==> src/rtl/riscv_mem_arbiter.sv <==
// rtl/riscv_mem_arbiter.sv - round-robin N-channel cache refill/write-back arbiter onto one memory port
// Optional BUSY watchdog enabled by defining RISCV_ARB_TIMEOUT_EN.
module riscv_mem_arbiter #(
  parameter int NUM_CH      = 2,
  parameter int DATA_WIDTH  = 128,
  parameter int S_ADDR      = 23,
  parameter int TIMEOUT_CYC = 1024
) (
  input  logic                         i_riscv_arb_clk,
  input  logic                         i_riscv_arb_rst,
  input  logic [NUM_CH-1:0]            i_riscv_arb_rden,
  input  logic [NUM_CH-1:0]            i_riscv_arb_wren,
  input  logic [NUM_CH*S_ADDR-1:0]     i_riscv_arb_addr,
  input  logic [NUM_CH*DATA_WIDTH-1:0] i_riscv_arb_wdata,
  output logic [NUM_CH-1:0]            o_riscv_arb_ready,
  output logic [DATA_WIDTH-1:0]        o_riscv_arb_rdata,
  output logic                         o_riscv_arb_mem_rden,
  output logic                         o_riscv_arb_mem_wren,
  output logic [S_ADDR-1:0]            o_riscv_arb_mem_addr,
  output logic [DATA_WIDTH-1:0]        o_riscv_arb_mem_wdata,
  input  logic                         i_riscv_arb_mem_ready,
  input  logic [DATA_WIDTH-1:0]        i_riscv_arb_mem_rdata,
  output logic                         o_riscv_arb_timeout
);

  localparam int IDX_W = (NUM_CH > 1) ? $clog2(NUM_CH) : 1;

  if (NUM_CH < 2 || TIMEOUT_CYC < 1) begin : g_bad_params
    $error("riscv_mem_arbiter: NUM_CH must be >= 2 and TIMEOUT_CYC >= 1");
  end

  typedef enum logic [1:0] {
    S_IDLE    = 2'd0,
    S_BUSY    = 2'd1,
    S_RECOVER = 2'd2
  } state_t;

  state_t                  state_q, state_d;
  logic [IDX_W-1:0]        rr_ptr_q, rr_ptr_d;
  logic [IDX_W-1:0]        grant_q, grant_d;
  logic                    mem_rden_q, mem_rden_d;
  logic                    mem_wren_q, mem_wren_d;
  logic [S_ADDR-1:0]       mem_addr_q, mem_addr_d;
  logic [DATA_WIDTH-1:0]   mem_wdata_q, mem_wdata_d;

  logic [NUM_CH-1:0]       req;
  logic [S_ADDR-1:0]       ch_addr  [NUM_CH];
  logic [DATA_WIDTH-1:0]   ch_wdata [NUM_CH];
  logic                    pick_found;
  logic [IDX_W-1:0]        pick_idx;
  logic [IDX_W:0]          cand;
  logic [IDX_W-1:0]        rr_next;
  logic [NUM_CH-1:0]       grant_oh;
  logic                    expire;
  logic                    done;
  logic                    forced;

  assign req = i_riscv_arb_rden | i_riscv_arb_wren;

  for (genvar k = 0; k < NUM_CH; k++) begin : g_unpack
    assign ch_addr[k]  = i_riscv_arb_addr[k*S_ADDR +: S_ADDR];
    assign ch_wdata[k] = i_riscv_arb_wdata[k*DATA_WIDTH +: DATA_WIDTH];
  end

  // Scan from rr_ptr upward with wrap; the first requester found wins.
  always_comb begin
    pick_found = 1'b0;
    pick_idx   = '0;
    cand       = '0;
    for (int i = 0; i < NUM_CH; i++) begin
      cand = {1'b0, rr_ptr_q} + (IDX_W+1)'(i);
      if (cand >= (IDX_W+1)'(NUM_CH)) begin
        cand = cand - (IDX_W+1)'(NUM_CH);
      end
      if (!pick_found && req[cand[IDX_W-1:0]]) begin
        pick_found = 1'b1;
        pick_idx   = cand[IDX_W-1:0];
      end
    end
  end

  assign rr_next  = (grant_q == IDX_W'(NUM_CH - 1)) ? '0 : grant_q + 1'b1;
  assign grant_oh = {{(NUM_CH-1){1'b0}}, 1'b1} << grant_q;
  assign done     = (state_q == S_BUSY) && (i_riscv_arb_mem_ready || expire);
  assign forced   = done && !i_riscv_arb_mem_ready;

  // Completion is combinational so ready lines up with the memory's rdata beat.
  assign o_riscv_arb_ready = done ? grant_oh : '0;
  assign o_riscv_arb_rdata = forced ? '0 : i_riscv_arb_mem_rdata;

  always_comb begin
    state_d     = state_q;
    rr_ptr_d    = rr_ptr_q;
    grant_d     = grant_q;
    mem_rden_d  = mem_rden_q;
    mem_wren_d  = mem_wren_q;
    mem_addr_d  = mem_addr_q;
    mem_wdata_d = mem_wdata_q;
    case (state_q)
      S_IDLE: begin
        if (pick_found) begin
          grant_d     = pick_idx;
          mem_wren_d  = i_riscv_arb_wren[pick_idx];
          mem_rden_d  = !i_riscv_arb_wren[pick_idx];
          mem_addr_d  = ch_addr[pick_idx];
          mem_wdata_d = ch_wdata[pick_idx];
          state_d     = S_BUSY;
        end
      end
      S_BUSY: begin
        if (done) begin
          mem_rden_d = 1'b0;
          mem_wren_d = 1'b0;
          rr_ptr_d   = rr_next;
          state_d    = S_RECOVER;
        end
      end
      S_RECOVER: begin
        state_d = S_IDLE;
      end
      default: begin
        state_d = S_IDLE;
      end
    endcase
  end

  always_ff @(posedge i_riscv_arb_clk or negedge i_riscv_arb_rst) begin
    if (!i_riscv_arb_rst) begin
      state_q     <= S_IDLE;
      rr_ptr_q    <= '0;
      grant_q     <= '0;
      mem_rden_q  <= 1'b0;
      mem_wren_q  <= 1'b0;
      mem_addr_q  <= '0;
      mem_wdata_q <= '0;
    end else begin
      state_q     <= state_d;
      rr_ptr_q    <= rr_ptr_d;
      grant_q     <= grant_d;
      mem_rden_q  <= mem_rden_d;
      mem_wren_q  <= mem_wren_d;
      mem_addr_q  <= mem_addr_d;
      mem_wdata_q <= mem_wdata_d;
    end
  end

  assign o_riscv_arb_mem_rden  = mem_rden_q;
  assign o_riscv_arb_mem_wren  = mem_wren_q;
  assign o_riscv_arb_mem_addr  = mem_addr_q;
  assign o_riscv_arb_mem_wdata = mem_wdata_q;

`ifdef RISCV_ARB_TIMEOUT_EN
  localparam int CNT_W = $clog2(TIMEOUT_CYC + 1);

  logic [CNT_W-1:0] cnt_q, cnt_d;
  logic             timeout_q, timeout_d;

  assign expire = (state_q == S_BUSY) && (cnt_q == CNT_W'(TIMEOUT_CYC));

  // Held at zero outside BUSY, so every transaction starts a fresh count.
  always_comb begin
    cnt_d     = cnt_q;
    timeout_d = timeout_q | forced;
    if (state_q != S_BUSY) begin
      cnt_d = '0;
    end else if (!expire) begin
      cnt_d = cnt_q + 1'b1;
    end
  end

  always_ff @(posedge i_riscv_arb_clk or negedge i_riscv_arb_rst) begin
    if (!i_riscv_arb_rst) begin
      cnt_q     <= '0;
      timeout_q <= 1'b0;
    end else begin
      cnt_q     <= cnt_d;
      timeout_q <= timeout_d;
    end
  end

  assign o_riscv_arb_timeout = timeout_q;
`else
  assign expire              = 1'b0;
  assign o_riscv_arb_timeout = 1'b0;
`endif

endmodule
==> config.mk <==
export PLATFORM = sky130hd
export DESIGN_NAME = riscv_mem_arbiter
export DESIGN_NICKNAME = d
export VERILOG_FILES = /design/src/rtl/riscv_mem_arbiter.sv
export SDC_FILE = /design/constraint.sdc
export NUM_CORES = 1
export LEC_CHECK = 0
export ABC_AREA = 1
export ABC_CLOCK_PERIOD_IN_PS = 4370
export CAP_MARGIN = 30
export CORE_AREA = 5 5 277 279
export CTS_CLUSTER_DIAMETER = 60
export DETAILED_ROUTE_END_ITERATION = 10
export DIE_AREA = 0 0 282 284
export GPL_TIMING_DRIVEN = 0
export PLACE_DENSITY_LB_ADDON = 0.08
export RECOVER_POWER = 25
export SETUP_SLACK_MARGIN = 0.1
export SYNTH_ARGS = -nofsm -noshare
export SYNTH_HDL_FRONTEND = slang
export SYNTH_SLANG_ARGS = --single-unit
==> constraint.sdc <==
create_clock -name i_riscv_arb_clk -period 4.37 [get_ports i_riscv_arb_clk]
set_clock_uncertainty 0.2 [all_clocks]
set_input_delay 0.874 -clock i_riscv_arb_clk [delete_from_list [all_inputs] [get_ports i_riscv_arb_clk]]
set_output_delay 0.874 -clock i_riscv_arb_clk [all_outputs]
set_load 0.01 [all_outputs]
==> results of run 1 <==
## kinds of logic (layout without fill, tap and decap cells)
| kind of cell | after synthesis | count (layout) | synth area share |
|---|---|---|---|
| other cells | 1 | 4 | 0.000413 |
| flops | 157 | 157 | 0.433 |
| buf+inv | 370 | 994 | 0.158 |
| simple gates | 775 | 775 | 0.406 |
| compound gates | 5 | 5 | 0.00345 |
## routing by layer
layer / vias to the layer above / share of wire
li1: 5129 / -
met1: 4828 / 0.39
met2: 366 / 0.51
met3: 30 / 0.086
met4: 4 / 0.012
met5: - / 0.00051
## state kept, by name (all words and copies together), names as in the netlist
name and cells:
grant_q 1, o_riscv_arb_mem_addr 23, o_riscv_arb_mem_rden 1, o_riscv_arb_mem_wdata 128
o_riscv_arb_mem_wren 1, rr_ptr_q 1, state_q 2
## worst min-delay path: stages, from the launching register on
cell and delay, ns:
dfrtp_1 0.34, nand2_1 0.05, nand2_1 0.05
## layout make-up
type | count | share of cell area
Timing Repair Buffer | 593 | 0.354
Sequential cell | 157 | 0.234
Multi-Input combinational cell | 781 | 0.221
Tap cell | 969 | 0.0722
Buffer | 210 | 0.0495
Inverter | 160 | 0.0358
Clock buffer | 18 | 0.0262
Clock inverter | 13 | 0.00641
Antenna cell | 3 | 0.000447
## synth_stat cells, types with 2 or more instances
master / count / area share
nand3_1: 154 / 0.085
nand3b_1: 151 / 0.12
nand2_2: 2 / 0.0014
dfrtp_1: 157 / 0.43
buf_1: 11 / 0.0045
nand2_1: 462 / 0.19
buf_2: 31 / 0.017
nor2_1: 5 / 0.0021
inv_1: 158 / 0.065
o21ai_1: 2 / 0.0011
inv_2: 2 / 0.00083
clkbuf_1: 167 / 0.069
## power groups by stage
stage          clock network [uW]  registers [uW]  logic (uW)
2_1_floorplan                   0            2940        1950
3_3_place_gp                    0            2630        5420
3_5_place_dp                    0            2630        5410
4_1_cts                      1620            2620        5430
5_1_grt                      1650            2700        5780
6_report                     1520            2610        5210
## cells in the final DEF (no fill, tap or decap)
master / instances
inv_2: 2
conb_1: 1
clkinv_4: 2
buf_16: 1
diode_2: 3
clkinv_2: 1
buf_1: 11
nand3b_1: 151
clkinvlp_4: 4
inv_8: 1
clkbuf_1: 167
nor2_4: 1
clkdlybuf4s50_1: 589
inv_1: 158
buf_2: 31
buf_6: 1
nand2_2: 2
o21ai_2: 1
o21ai_1: 2
clkbuf_2: 1
nand3_1: 154
a21oi_1: 1
clkbuf_8: 1
buf_4: 1
inv_6: 5
dfrtp_1: 157
dlygate4sd3_1: 1
clkbuf_16: 17
o31ai_1: 1
nand2_1: 462
nor2_1: 5
## per-stage QoR
step	std cells	setup TNS, ns	util	power [uW]	worst slack, ns
global placement	2868	-930.60	0.219	8050	-5.98
global route	2902	0	0.227	10100	0.841
CTS	2901	0	0.227	9670	0.891
floorplan	1308	0	-	4880	2.11
finish	2904	0	0.227	9340	0.933
detailed placement	2870	0	0.220	8040	0.350
## final timing paths
kind	to	from	cells after the start
min in group asynchronous	o_riscv_arb_mem_addr[13]	i_riscv_arb_rst	1
worst max-delay path	o_riscv_arb_ready[1]	i_riscv_arb_mem_ready	4
worst min register to register	o_riscv_arb_mem_wdata[89]	o_riscv_arb_mem_wdata[89]	2
worst max register to register	o_riscv_arb_mem_wdata[28]	state_q[1]	7
worst min-delay path	o_riscv_arb_mem_wdata[89]	o_riscv_arb_mem_wdata[89]	2
max in group asynchronous	o_riscv_arb_mem_wdata[94]	i_riscv_arb_rst	1
==> impl_metrics.tcl, run 1 <==
set metrics [dict create \
    vias 10400 \
    final_antenna_net_count 0 \
    seq_area_mm2 0.00393 \
    rows 100 \
    globalRouteOverflowTotal 0 \
    nets 2357 \
    grt_pass1_wl_um 75600 \
    clkPwrFrac 0.163 \
    yosysSeqAreaShare 0.433 \
    busiest_layer "met2" \
    timing.critical_path.cells "dlygate4sd3_1, nand2_1, nor2_1, clkdlybuf4s50_1" \
    clkLatencyLatePin_ns 0.47 \
    cpLargestDelayFamily "buffers and inverters" \
    drive_gt1_frac 0.0373 \
    grt_pass1_vias 11100 \
    cts_sinks 157 \
    cts_buffers 17 \
    yosysWarningCount 0 \
    run_status "finished, violations left" \
    ioPinCount 721 \
    cts_buffer_depth 2 \
    die_w_um 282 \
    placedInstanceArea_mm2 0.0162 \
    clk_pin_slew_ns 0.06 \
    p_leak_uw 0.00764 \
    syn_to_final_growth_pct 85.0 \
    initial_core_util 0.123 \
    finalWirelength_um 53300 \
    htree_levels 4 \
    grt_antenna_before_repair 4 \
    start_kind "input pin" \
    clock.fmax_mhz 291 \
    core_region_area_mm2 0.0739 \
    use_met1 0.140 \
    ys_async_sr_fraction 1.00 \
    drtIter0Drc 343 \
    cts_setup_buffers 0 \
    via_per_inst 3.57 \
    drc 0 \
    use_met3 0.0497 \
    synth_edf_count 0 \
    p_int_uw 5320 \
    post_drt_wl_per_cell_um 18.4 \
    gp_congestion 0.742 \
    finalCritPeriodShare 0.786 \
    grt_max_degree 83 \
    p_comb_frac 0.558 \
    criticalPathCategory "in2out" \
    synth_nets 1745 \
    maxCapViolCount 1 \
    grt_util_met2 0.231 \
    fill_cells 8296 \
    cts_resized 0 \
    seq_power_share 0.279 \
    drv_slew 76 \
    io_buffer_count 591 \
    crit_fanout 6 \
    netlist_area_mm2 0.00908 \
    reg2reg_slack_ns 1.87 \
    postSynthCellCount 1308 \
    track_usage 0.127 \
    crit_slowest_cell "clkdlybuf4s50_1" \
    cellPowerDensity_mw_per_mm2 556 \
    firstDrtPassIters 7 \
    power.switching_uw 4020 \
    failed_checks "capacitance limit, slew limit" \
    crit_required_ns 3.30 \
    worst_slew_pin_slew_ns 2.26 \
    cts_tree "built" \
    swShare 0.430 \
    max_stage_delay_ns 0.60 \
    relSlewSlack -0.509 \
    setup_violations 0 \
    multiInputGateArea_mm2 0.00372 \
    rsz0062_at_grt "no" \
    hpwl_um 42200 \
    peakVddDrop_v 0.000163 \
    syn_area_per_cell_um2 6.94 \
    arrival_ns 2.36 \
    ys_ff_latch 157 \
    layout_min_cycle_time_ns 3.44 \
    hold_ws_ns 0.277 \
    cp-end-kind "output pin" \
    clock-root-buffer "clkbuf_16" \
    hold_buffers 0 \
    finalHoldViolations 0 \
    die_h_um 284 \
    crit_buf_inv 2 \
    dieArea_mm2 0.0801 \
    fin_area_mm2 0.0168 \
    synth_cell_types 18 \
    ys.flop_type "dfrtp_1" \
    hold_path.class "reg2reg" \
]
(Power assumes the default switching activity.)
==> run 2, diff against run 1 <==
--- a/config.mk
+++ b/config.mk
@@ -6,12 +6,12 @@
 export NUM_CORES = 1
 export LEC_CHECK = 0
 export ABC_AREA = 1
-export ABC_CLOCK_PERIOD_IN_PS = 4370
+export ABC_CLOCK_PERIOD_IN_PS = 3000
 export CAP_MARGIN = 30
-export CORE_AREA = 5 5 277 279
+export CORE_AREA = 5 5 281 283
 export CTS_CLUSTER_DIAMETER = 60
 export DETAILED_ROUTE_END_ITERATION = 10
-export DIE_AREA = 0 0 282 284
+export DIE_AREA = 0 0 286 288
 export GPL_TIMING_DRIVEN = 0
 export PLACE_DENSITY_LB_ADDON = 0.08
 export RECOVER_POWER = 25
==> constraint.sdc (replaced) <==
create_clock -name i_riscv_arb_clk -period 3 [get_ports i_riscv_arb_clk]
set_clock_uncertainty 0.2 [all_clocks]
set_input_delay 0.6 -clock i_riscv_arb_clk [delete_from_list [all_inputs] [get_ports i_riscv_arb_clk]]
set_output_delay 0.6 -clock i_riscv_arb_clk [all_outputs]
set_load 0.01 [all_outputs]
==> run 2 against run 1 <==
Net effect: the run now ends clean; via count grew 1.1%; first-iteration DRC count rose by 1.5%; non-clock buffer count grew 2; global-route usage shrank 0.25 points; die area increased by 2.8%; total power is 46% higher; flip-flop and latch count stayed put; hold slack improved by 0.0027 ns; cell area increased by 0.44%; final cell count is 0.86% higher; clock-buffer cell count decreased by 1; sequential share of layout area decreased by 0.10 points; largest cell class unchanged; largest power group unchanged; highest routed layer unchanged.
==> impl_metrics.tcl, run 2 (synthesis results as in run 1) <==
set metrics [dict create \
    run_status "completed" \
    die_h_um 288 \
    holdPathStages 2 \
    gp_congestion 0.751 \
    final_util 0.221 \
    criticalPathCategory "in2out" \
    crit_slowest_cell "clkdlybuf4s50_1" \
    reg2reg_slack_ns 0.70 \
    rows 102 \
    finalHoldViolations 0 \
    clk_pin_slew_ns 0.07 \
    arrival_ns 2.07 \
    tns_ns 0 \
    grt_antenna_before_repair 13 \
    finalCritPeriodShare 0.958 \
    p_leak_uw 0.00768 \
    syn_to_final_growth_pct 85.8 \
    grt_pass1_wl_um 75900 \
    final_antenna_net_count 0 \
    crit_fanout 6 \
    drive_gt1_frac 0.0382 \
    cts_sinks 157 \
    r2r_cells 8 \
    grt_max_degree 83 \
    via_per_inst 3.58 \
    hpwl_um 43000 \
    timing.critical_path.cells "dlygate4sd3_1, nand2_1, nor2_1, clkdlybuf4s50_1" \
    cp-end-kind "output pin" \
    core_region_area_mm2 0.0764 \
    die_w_um 286 \
    placedInstanceArea_mm2 0.0163 \
    clkLatencyLatePin_ns 0.48 \
    most-common-layout-cells "clkdlybuf4s50_1, nand2_1, clkbuf_1" \
    worst_slew_pin_slew_ns 1.32 \
    post_drt_wl_per_cell_um 18.3 \
    fin_area_mm2 0.0169 \
    firstDrtPassIters 4 \
    crit_required_ns 2.20 \
    clock-root-buffer "clkbuf_16" \
    start_kind "input pin" \
    rsz0062_at_grt "no" \
    grt_pass1_vias 11100 \
    layout.cells.most_common "clkdlybuf4s50_1" \
    ioPinCount 721 \
    htree_levels 4 \
    largest_reg_flops 128 \
    peakVddDrop_v 0.000348 \
    globalRouteOverflowTotal 0 \
    hold_ws_ns 0.280 \
    setup_violations 0 \
    cellPowerDensity_mw_per_mm2 807 \
    cts_buffers 17 \
    initial_core_util 0.119 \
    track_usage 0.125 \
    relSlewSlack 0.120 \
    cts_buffer_depth 2 \
    maxCapViolCount 0 \
    max_stage_delay_ns 0.60 \
    clock.fmax_mhz 348 \
    layout_min_cycle_time_ns 2.87 \
    dieArea_mm2 0.0824 \
    drtIter0Drc 348 \
    cts_tree "built" \
    finalWirelength_um 53700 \
    hold_path.class "reg2reg" \
    drc 0 \
    nets 2359 \
    vias 10500 \
    io_buffer_count 591 \
    drv_slew 0 \
]
[run 2: changes by cell type in the layout (fill, tap and decap cells not counted), moves of 2 or more]
cell,change
clkbuf_4,+3
diode_2,+3
buf_2,-2
buf_4,+2
[run 2: area by class of cell]
class                      count  area [um2]
sequential                   157        3930
multi-input combinational    781        3720
inverter                     160         601
clock buffer                  17         425
clock inverter                15         133
tap                          988        1240
timing repair buffer         595        5970
antenna                        6        15.0
fill                        8597       59600
buffer                       210         836
[run 2: final timing paths]
path                                         start                   endpoint
setup / recovery             i_riscv_arb_mem_ready       o_riscv_arb_ready[0]
hold / removal             o_riscv_arb_mem_addr[6]    o_riscv_arb_mem_addr[6]
setup reg to reg                          rr_ptr_q  o_riscv_arb_mem_wdata[54]
hold reg to reg            o_riscv_arb_mem_addr[6]    o_riscv_arb_mem_addr[6]
max in group asynchronous          i_riscv_arb_rst  o_riscv_arb_mem_wdata[37]
min in group asynchronous          i_riscv_arb_rst   o_riscv_arb_mem_addr[14]
[run 2: through the flow]
stage,worst slack [ns],total power (uW),cells
after floorplan,1.22,7110,1308
after global placement,-7.14,11700,2887
after detailed placement,-0.633,11700,2888
after CTS,0.141,14100,2923
after global routing,0.0808,14800,2926
final,0.126,13600,2929
[run 2: worst max-delay path: cells and delay by family]
family | cells | cell delay (ns)
buffers and inverters | 2 | 1.16
AND/OR/NAND/NOR | 2 | 0.30
[run 2: per-layer routing]
metal	share of wire	routed length [um]	vias to the layer above	GRT usage
li1	-	-	5146	-
met3	0.091	4900	49	0.0547
met1	0.37	20100	4867	0.133
met5	0.0016	87	-	0
met4	0.016	849	12	0.0321
met2	0.52	27800	400	0.226
[run 2: report_power, final]
part / total, uW / leakage (uW) / internal, uW / switching (uW)
clock: 2210 / 0.000267 / 1090 / 1130
combinational: 7610 / 0.00551 / 3450 / 4150
sequential: 3790 / 0.00190 / 3210 / 579
total: 13600 / 0.00768 / 7750 / 5860
[run 2: repair_timing]
action                                  in CTS  in global routing
gates resized for setup                      1                  3
pin swaps                                    1                  0
endpoints found under the hold margin       75                  0
endpoints found under the setup margin      79                  2
buffers inserted                             2                  0
hold buffers                                 1                  0
